$ cat src/rtl/i2s_sample_feeder.sv
// I2S left-channel receiver feeding one sample at a time to a downstream filter
// through a trigger/ack handshake, with a one-deep pending buffer and sticky error flags.
module i2s_sample_feeder #(
  parameter int unsigned DATA_SIZE   = 24,
  parameter int unsigned HOLD_CYCLES = 6,
  parameter int unsigned ACK_TIMEOUT = 15
) (
  input  logic                        clk,
  input  logic                        reset,
  input  logic                        i2s_bclk,
  input  logic                        i2s_lrclk,
  input  logic                        i2s_sdata,
  input  logic                        filter_done,
  input  logic                        clear_flags,
  output logic signed [DATA_SIZE-1:0] data_out,
  output logic                        sample_trig,
  output logic                        busy,
  output logic                        overrun,
  output logic                        ack_err
);

  localparam int unsigned BIT_CNT_W = $clog2(DATA_SIZE + 1);
  localparam int unsigned HOLD_W    = $clog2(HOLD_CYCLES + 1);
  localparam int unsigned TMO_W     = $clog2(ACK_TIMEOUT + 1);

  typedef enum logic [1:0] {IDLE, TRIG, WAIT_ACK, HOLD} state_t;

  logic [1:0]           bclk_sync, lrclk_sync, sdata_sync;
  logic                 bclk_prev;
  logic                 bclk_rise, lr, sd;

  logic [DATA_SIZE-1:0] shift_reg;
  logic [BIT_CNT_W-1:0] bit_cnt;
  logic                 lr_prev, collecting, word_valid;

  state_t               state;
  logic [DATA_SIZE-1:0] pend;
  logic                 pend_full;
  logic [HOLD_W-1:0]    hold_cnt;
  logic [TMO_W-1:0]     tmo_cnt;

  // Two-flop synchronizers plus bclk edge history
  always_ff @(posedge clk or negedge reset) begin
    if (!reset) begin
      bclk_sync  <= '0;
      lrclk_sync <= '0;
      sdata_sync <= '0;
      bclk_prev  <= 1'b0;
    end else begin
      bclk_sync  <= {bclk_sync[0], i2s_bclk};
      lrclk_sync <= {lrclk_sync[0], i2s_lrclk};
      sdata_sync <= {sdata_sync[0], i2s_sdata};
      bclk_prev  <= bclk_sync[1];
    end
  end

  assign bclk_rise = bclk_sync[1] & ~bclk_prev;
  assign lr        = lrclk_sync[1];
  assign sd        = sdata_sync[1];

  // Left-word deserializer; collection only starts at a delay slot, so a word
  // interrupted by reset is never completed afterwards.
  always_ff @(posedge clk or negedge reset) begin
    if (!reset) begin
      shift_reg  <= '0;
      bit_cnt    <= '0;
      lr_prev    <= 1'b0;
      collecting <= 1'b0;
      word_valid <= 1'b0;
    end else begin
      word_valid <= 1'b0;
      if (bclk_rise) begin
        lr_prev <= lr;
        if (lr) begin
          collecting <= 1'b0;
        end else if (lr_prev) begin
          collecting <= 1'b1;
          bit_cnt    <= '0;
        end else if (collecting && (bit_cnt < BIT_CNT_W'(DATA_SIZE))) begin
          shift_reg <= {shift_reg[DATA_SIZE-2:0], sd};
          bit_cnt   <= bit_cnt + BIT_CNT_W'(1);
          if (bit_cnt == BIT_CNT_W'(DATA_SIZE - 1)) word_valid <= 1'b1;
        end
      end
    end
  end

  // Handshake FSM with pending buffer and sticky flags (set beats clear)
  always_ff @(posedge clk or negedge reset) begin
    if (!reset) begin
      state       <= IDLE;
      data_out    <= '0;
      sample_trig <= 1'b0;
      busy        <= 1'b0;
      overrun     <= 1'b0;
      ack_err     <= 1'b0;
      pend        <= '0;
      pend_full   <= 1'b0;
      hold_cnt    <= '0;
      tmo_cnt     <= '0;
    end else begin
      sample_trig <= 1'b0;
      if (clear_flags) begin
        overrun <= 1'b0;
        ack_err <= 1'b0;
      end
      if (word_valid && (state != IDLE)) begin
        pend      <= shift_reg;
        pend_full <= 1'b1;
        if (pend_full) overrun <= 1'b1;
      end
      case (state)
        IDLE: begin
          if (pend_full) begin
            data_out  <= pend;
            pend_full <= word_valid;
            if (word_valid) pend <= shift_reg;
            busy      <= 1'b1;
            state     <= TRIG;
          end else if (word_valid) begin
            data_out <= shift_reg;
            busy     <= 1'b1;
            state    <= TRIG;
          end
        end
        TRIG: begin
          sample_trig <= 1'b1;
          tmo_cnt     <= '0;
          state       <= WAIT_ACK;
        end
        WAIT_ACK: begin
          if (filter_done) begin
            hold_cnt <= '0;
            state    <= HOLD;
          end else if (tmo_cnt == TMO_W'(ACK_TIMEOUT - 1)) begin
            ack_err <= 1'b1;
            busy    <= 1'b0;
            state   <= IDLE;
          end else begin
            tmo_cnt <= tmo_cnt + TMO_W'(1);
          end
        end
        HOLD: begin
          if (hold_cnt == HOLD_W'(HOLD_CYCLES - 1)) begin
            busy  <= 1'b0;
            state <= IDLE;
          end else begin
            hold_cnt <= hold_cnt + HOLD_W'(1);
          end
        end
        default: state <= IDLE;
      endcase
    end
  end

endmodule

$ cat config.mk
export PLATFORM = sky130hd
export DESIGN_NAME = i2s_sample_feeder
export DESIGN_NICKNAME = d
export VERILOG_FILES = /design/src/rtl/i2s_sample_feeder.sv
export SDC_FILE = /design/constraint.sdc
export NUM_CORES = 1
export LEC_CHECK = 0
export CAP_MARGIN = 20
export CORE_AREA = 2 2 147 92
export CTS_CLUSTER_SIZE = 40
export DETAILED_ROUTE_END_ITERATION = 6
export DIE_AREA = 0 0 149 94
export HOLD_SLACK_MARGIN = 0.02
export SETUP_SLACK_MARGIN = 0.3
export SYNTH_ARGS = -nofsm -noshare
export SYNTH_HDL_FRONTEND = slang
export SYNTH_SLANG_ARGS = --single-unit
$ cat constraint.sdc
create_clock -name clk -period 2.5 [get_ports clk]
set_clock_uncertainty 0.2 [all_clocks]
set_input_delay 0.5 -clock clk [delete_from_list [all_inputs] [get_ports clk]]
set_output_delay 0.5 -clock clk [all_outputs]
set_load 0.01 [all_outputs]
== Yosys cells after proc, flatten, opt, wreduce, memory -nomap -nowiden ==
Index checks and enable logic that the tools add are counted.

* Register bits after elaboration: 101
* Input port bits: 7
* Output and inout bits: 28
* Logic and storage cells: 103

* Mux-type cells: 44
* Reductions and logical operators: 18
* $lt $le $gt $ge: 1
* Bitwise operators: 4
* Equal/unequal tests: 14
* $add $sub $neg: 3

{| class="wikitable"
|+ Operators by type and width
! cell !! number
|-
| $mux W24 || 6
|-
| $mux W1 || 23
|-
| $ne A2 B2 Y1 const B || 6
|-
| $reduce_and A3 Y1 || 4
|-
| $reduce_bool A2 Y1 || 6
|-
| $mux W2 || 5
|-
| $mux W5 || 2
|-
| $mux W4 || 2
|-
| $pmux W2 S4 || 1
|-
| $pmux W4 S2 || 1
|-
| $mux W3 || 2
|-
| $ne A3 B3 Y1 const B || 2
|-
| $pmux W3 S2 || 1
|-
| $add A5 B1 Y5 const B || 1
|-
| $eq A5 B5 Y1 const B || 1
|-
| $lt A5 B5 Y1 const B || 1
|-
| $reduce_and A5 Y1 || 1
|-
| $add A4 B1 Y4 const B || 1
|-
| $eq A2 B2 Y1 const B || 2
|-
| $eq A4 B4 Y1 const B || 1
|-
| $reduce_and A2 Y1 || 2
|-
| $reduce_and A4 Y1 || 1
|-
| $add A3 B1 Y3 const B || 1
|-
| $eq A3 B3 Y1 const B || 1
|-
| 7 further kinds || 10
|}

== Depth between registers and ports, before layout ==
* Depth after elaboration: 6
* Gate-level depth with buffers: 5
* Mapped depth without buffers: 5

== Worst setup path before layout ==
Ideal clock, no wire load.

* Path kind: reg2reg
* Start: register lrclk_sync[1]
* End: register shift_reg[0]
* Required time: 2.175 ns
* Path buffers: 2
* Period minus slack after synthesis: 1.842 ns
* Cell stages (with the launch flop): 6
* Arrival time: 1.517 ns
* Path slack: 0.658 ns
* Setup time: 0.125 ns
* Cell sequence: dfrtp_1 nand4bb_1 buf_2 nor3_4 buf_6 mux2_2

* Word-level cells in the longest chain between the ends: 2

{| class="wikitable"
|+ RTL lines
! item !! RTL line !! text
|-
| start, declared || 28 || <nowiki>logic [1:0] bclk_sync, lrclk_sync, sdata_sync;</nowiki>
|-
| start signal, assigned || 51 || <nowiki>lrclk_sync <= {lrclk_sync[0], i2s_lrclk};</nowiki>
|-
| $not A1 Y1 (no source line) || -- ||
|-
| $reduce_and A4 Y1 (no source line) || -- ||
|-
| end signal, assigned || 80 || <nowiki>shift_reg <= {shift_reg[DATA_SIZE-2:0], sd};</nowiki>
|-
| end, declared || 32 || <nowiki>logic [DATA_SIZE-1:0] shift_reg;</nowiki>
|}

No other way between the ends.
A chain may end at the register's enable or synchronous reset.

== Worst setup path after layout ==
* Start: register lrclk_sync[1]
* End: register shift_reg[3]

Same word-level chain as after synthesis.

==> flow_metrics.py <==
metrics = {
    "global_routing": {
        "grt_max_degree": 43,
        "antenna_found_initial": 0,
        "first_global_vias": 2437,
        "grt_pass1_wl_microns": 12800,
        "grt_usage_pct": 11.7,
        "grt.overflow.total": 0,
    },
    "yosys": {
        "synthArstFlopShare_pct": 100,
        "synth_edf_count": 0,
        "yosys_warnings": 0,
        "synth_ff_type": "dfrtp_1",
        "avgSynthCellArea_sq_um": 14.2,
        "synth.top_cell.area_share_pct": 58.4,
        "synthTopCellsByArea": "dfrtp_1, mux2_2, ha_1, nand2_1, a21oi_1",
        "synthCells": 304,
        "mappedNetlistNets": 316,
        "ys_seq_elements": 101,
        "ys_types": 44,
        "synth.most_common_cell": "dfrtp_1",
        "ys_seq_area_share_pct": 58.4,
        "syn_area_sq_um": 4330,
        "yosys.area.top_type": "dfrtp_1",
        "synth_common_cells": "dfrtp_1, mux2_2, nand2_1, a21oi_1, inv_1",
    },
    "floorplanning": {
        "dieArea_sq_um": 14000,
        "die_h_microns": 94,
        "core_sq_um": 12600,
        "die_w_microns": 149,
        "start_util_pct": 34.4,
        "io-pin-count": 35,
        "rows": 32,
    },
    "power_and_ir_drop": {
        "p_seq_share_pct": 53.9,
        "p_per_area_nw_per_um2": 611,
        "pwr-share-clk_pct": 42.1,
        "ir_drop_mv": 0.307,
        "p_int_mw": 2.49,
        "p_sw_share_pct": 21.5,
        "p_comb_share_pct": 4.0,
        "p_leak_nw": 2.43,
        "p_sw_mw": 0.681,
    },
    "job": {
        "maxCapViolCount": 0,
    },
    "worst_setup_path": {
        "startpoint_type": "flop",
        "crit_path_cell_trace": "nand4bb_1 > nor3_4 > buf_4 > mux2_2",
        "r2r_cells": 4,
        "critical_path_arrival_ns": 2.04,
        "critPathMaxFanout": 15,
        "setup.worst_path.start": "lrclk_sync[1]",
        "required_ns": 2.52,
        "crit_buf_inv": 1,
        "end_kind": "flop",
        "crit_path_max_incr_delay_ns": 0.41,
        "path_depth": 4,
        "crit_type": "reg -> reg",
        "critical-path-top-delay-family": "simple AND/OR/NAND/NOR gates",
        "slowest_stage": "nand4bb_1",
        "regToRegStartpoint": "lrclk_sync[1]",
    },
    "clock_network": {
        "numCtsBuffers": 9,
        "cts_num_sinks": 101,
        "path_clk_slew_ns": 0.06,
        "cts_buffer_depth": 2,
        "cts_tree": "done",
        "post-cts-setup-buffer-count": 0,
        "clockRootBuffer": "clkbuf_16",
        "clock_latency_ns": 0.34,
        "h-tree-depth": 3,
    },
    "drt": {
        "vias_per_cell": 4.76,
        "wl_per_cell_microns": 14.5,
        "antenna_left": 0,
        "drc": 0,
        "drt_pass1_iterations": 4,
        "drt-initial-drc-count": 87,
        "vias": 2481,
        "drt_wl_total_microns": 7560,
    },
    "timing": {
        "fin_tns_setup_ns": 0,
        "grt_setup_unrepaired": "no",
        "tightest_slew_ns": 0.525,
        "period_minus_slack_ns": 2.02,
        "slew_viol_final": 0,
        "fmax_mhz": 495,
        "setup_violations": 0,
        "slew_headroom_pct": 65.0,
        "fin_crit_sh_pct": 80.7,
        "hold_viol": 0,
    },
    "final_layout": {
        "area_growth_pct": 19.9,
        "stdcell_area_sq_um": 5190,
        "insertedDiodeCount": 0,
        "finalNetCount": 359,
        "layout-drive-gt1-share_pct": 36.2,
        "fillCellCount": 1224,
    },
    "placement": {
        "routabilityCongestion": 0.769,
        "dp_hpwl_microns": 5140,
        "port_buffers": 34,
        "placed_cell_area_sq_um": 4890,
    },
    "run_status": {
        "outcome": "finished, final reports clean",
    },
    "worst_hold_path": {
        "hold_path.class": "reg -> reg",
        "hold_depth": 0,
        "worstHoldStart": "lrclk_sync[0]",
    },
}
## per-layer routing
| layer | global-route usage [%] | routed length (microns) |
|---|---|---|
| met1 | 17.6 | 3930 |
| met2 | 16.2 | 3280 |
| met5 | 0 | 0 |
| met3 | 3.54 | 267 |
| met4 | 3.57 | 83 |
## cell type report
cell class,count,area [sq um],share of cell area [%]
Sequential cell,101,2530,48.7
Timing Repair Buffer,47,450,8.68
Multi-Input combinational cell,181,1680,32.5
Tap cell,170,213,4.10
Clock inverter,2,16.3,0.314
Clock buffer,13,270,5.21
Inverter,7,26.3,0.507
## cells by family after synthesis
group	share of synthesized area (%)
compound gates	5.81
fa+ha+maj	1.45
buf+inv	2.80
flops	58.4
mux	25.7
simple gates	5.81
## power groups by stage
stage	clock network (mW)	registers [mW]	logic (mW)
after detailed placement	0	1.74	0.128
after CTS	1.38	1.71	0.130
after floorplan	0	1.73	0.0696
after global routing	1.46	1.71	0.143
after global placement	0	1.74	0.125
final	1.33	1.71	0.126
## final timing paths
path	slack, ns	end
worst max-delay path	0.48	shift_reg[3]
worst min-delay path	0.15	lrclk_sync[1]
worst max register to register	0.48	shift_reg[3]
worst min register to register	0.15	lrclk_sync[1]
max in group asynchronous	0.93	async pin
min in group asynchronous	0.46	tmo_cnt[0]
## timing repair
item,4_1_cts,5_1_grt
hold buffers,1,0
hold endpoints to repair,37,0
setup endpoints to repair,0,0
gates resized for setup,0,0
## metrics by stage
stage	setup WS (ns)	hold WS (ns)	total power [mW]	util [%]	instances
floorplan	0.658	0.00441	1.80	-	304
global placement	0.548	0.138	1.86	38.9	505
finish	0.481	0.150	3.17	41.3	521
CTS	0.471	0.154	3.22	41.3	521
global route	0.390	0.163	3.31	41.3	521
detailed placement	0.481	0.139	1.87	38.9	505
## cells in the final DEF, fill, tap and decap left out, types with 4 or more instances in the layout
cell,synthesis,layout
clkdlybuf4s50_1,0,33
inv_1,7,7
o21ai_0,6,6
mux2_2,96,96
a22o_1,4,4
nand3_1,4,4
dfrtp_1,101,101
buf_4,5,12
a21oi_1,8,8
clkbuf_16,0,9
nand2_1,13,13
ha_1,5,5
(Power assumes the default switching activity.)
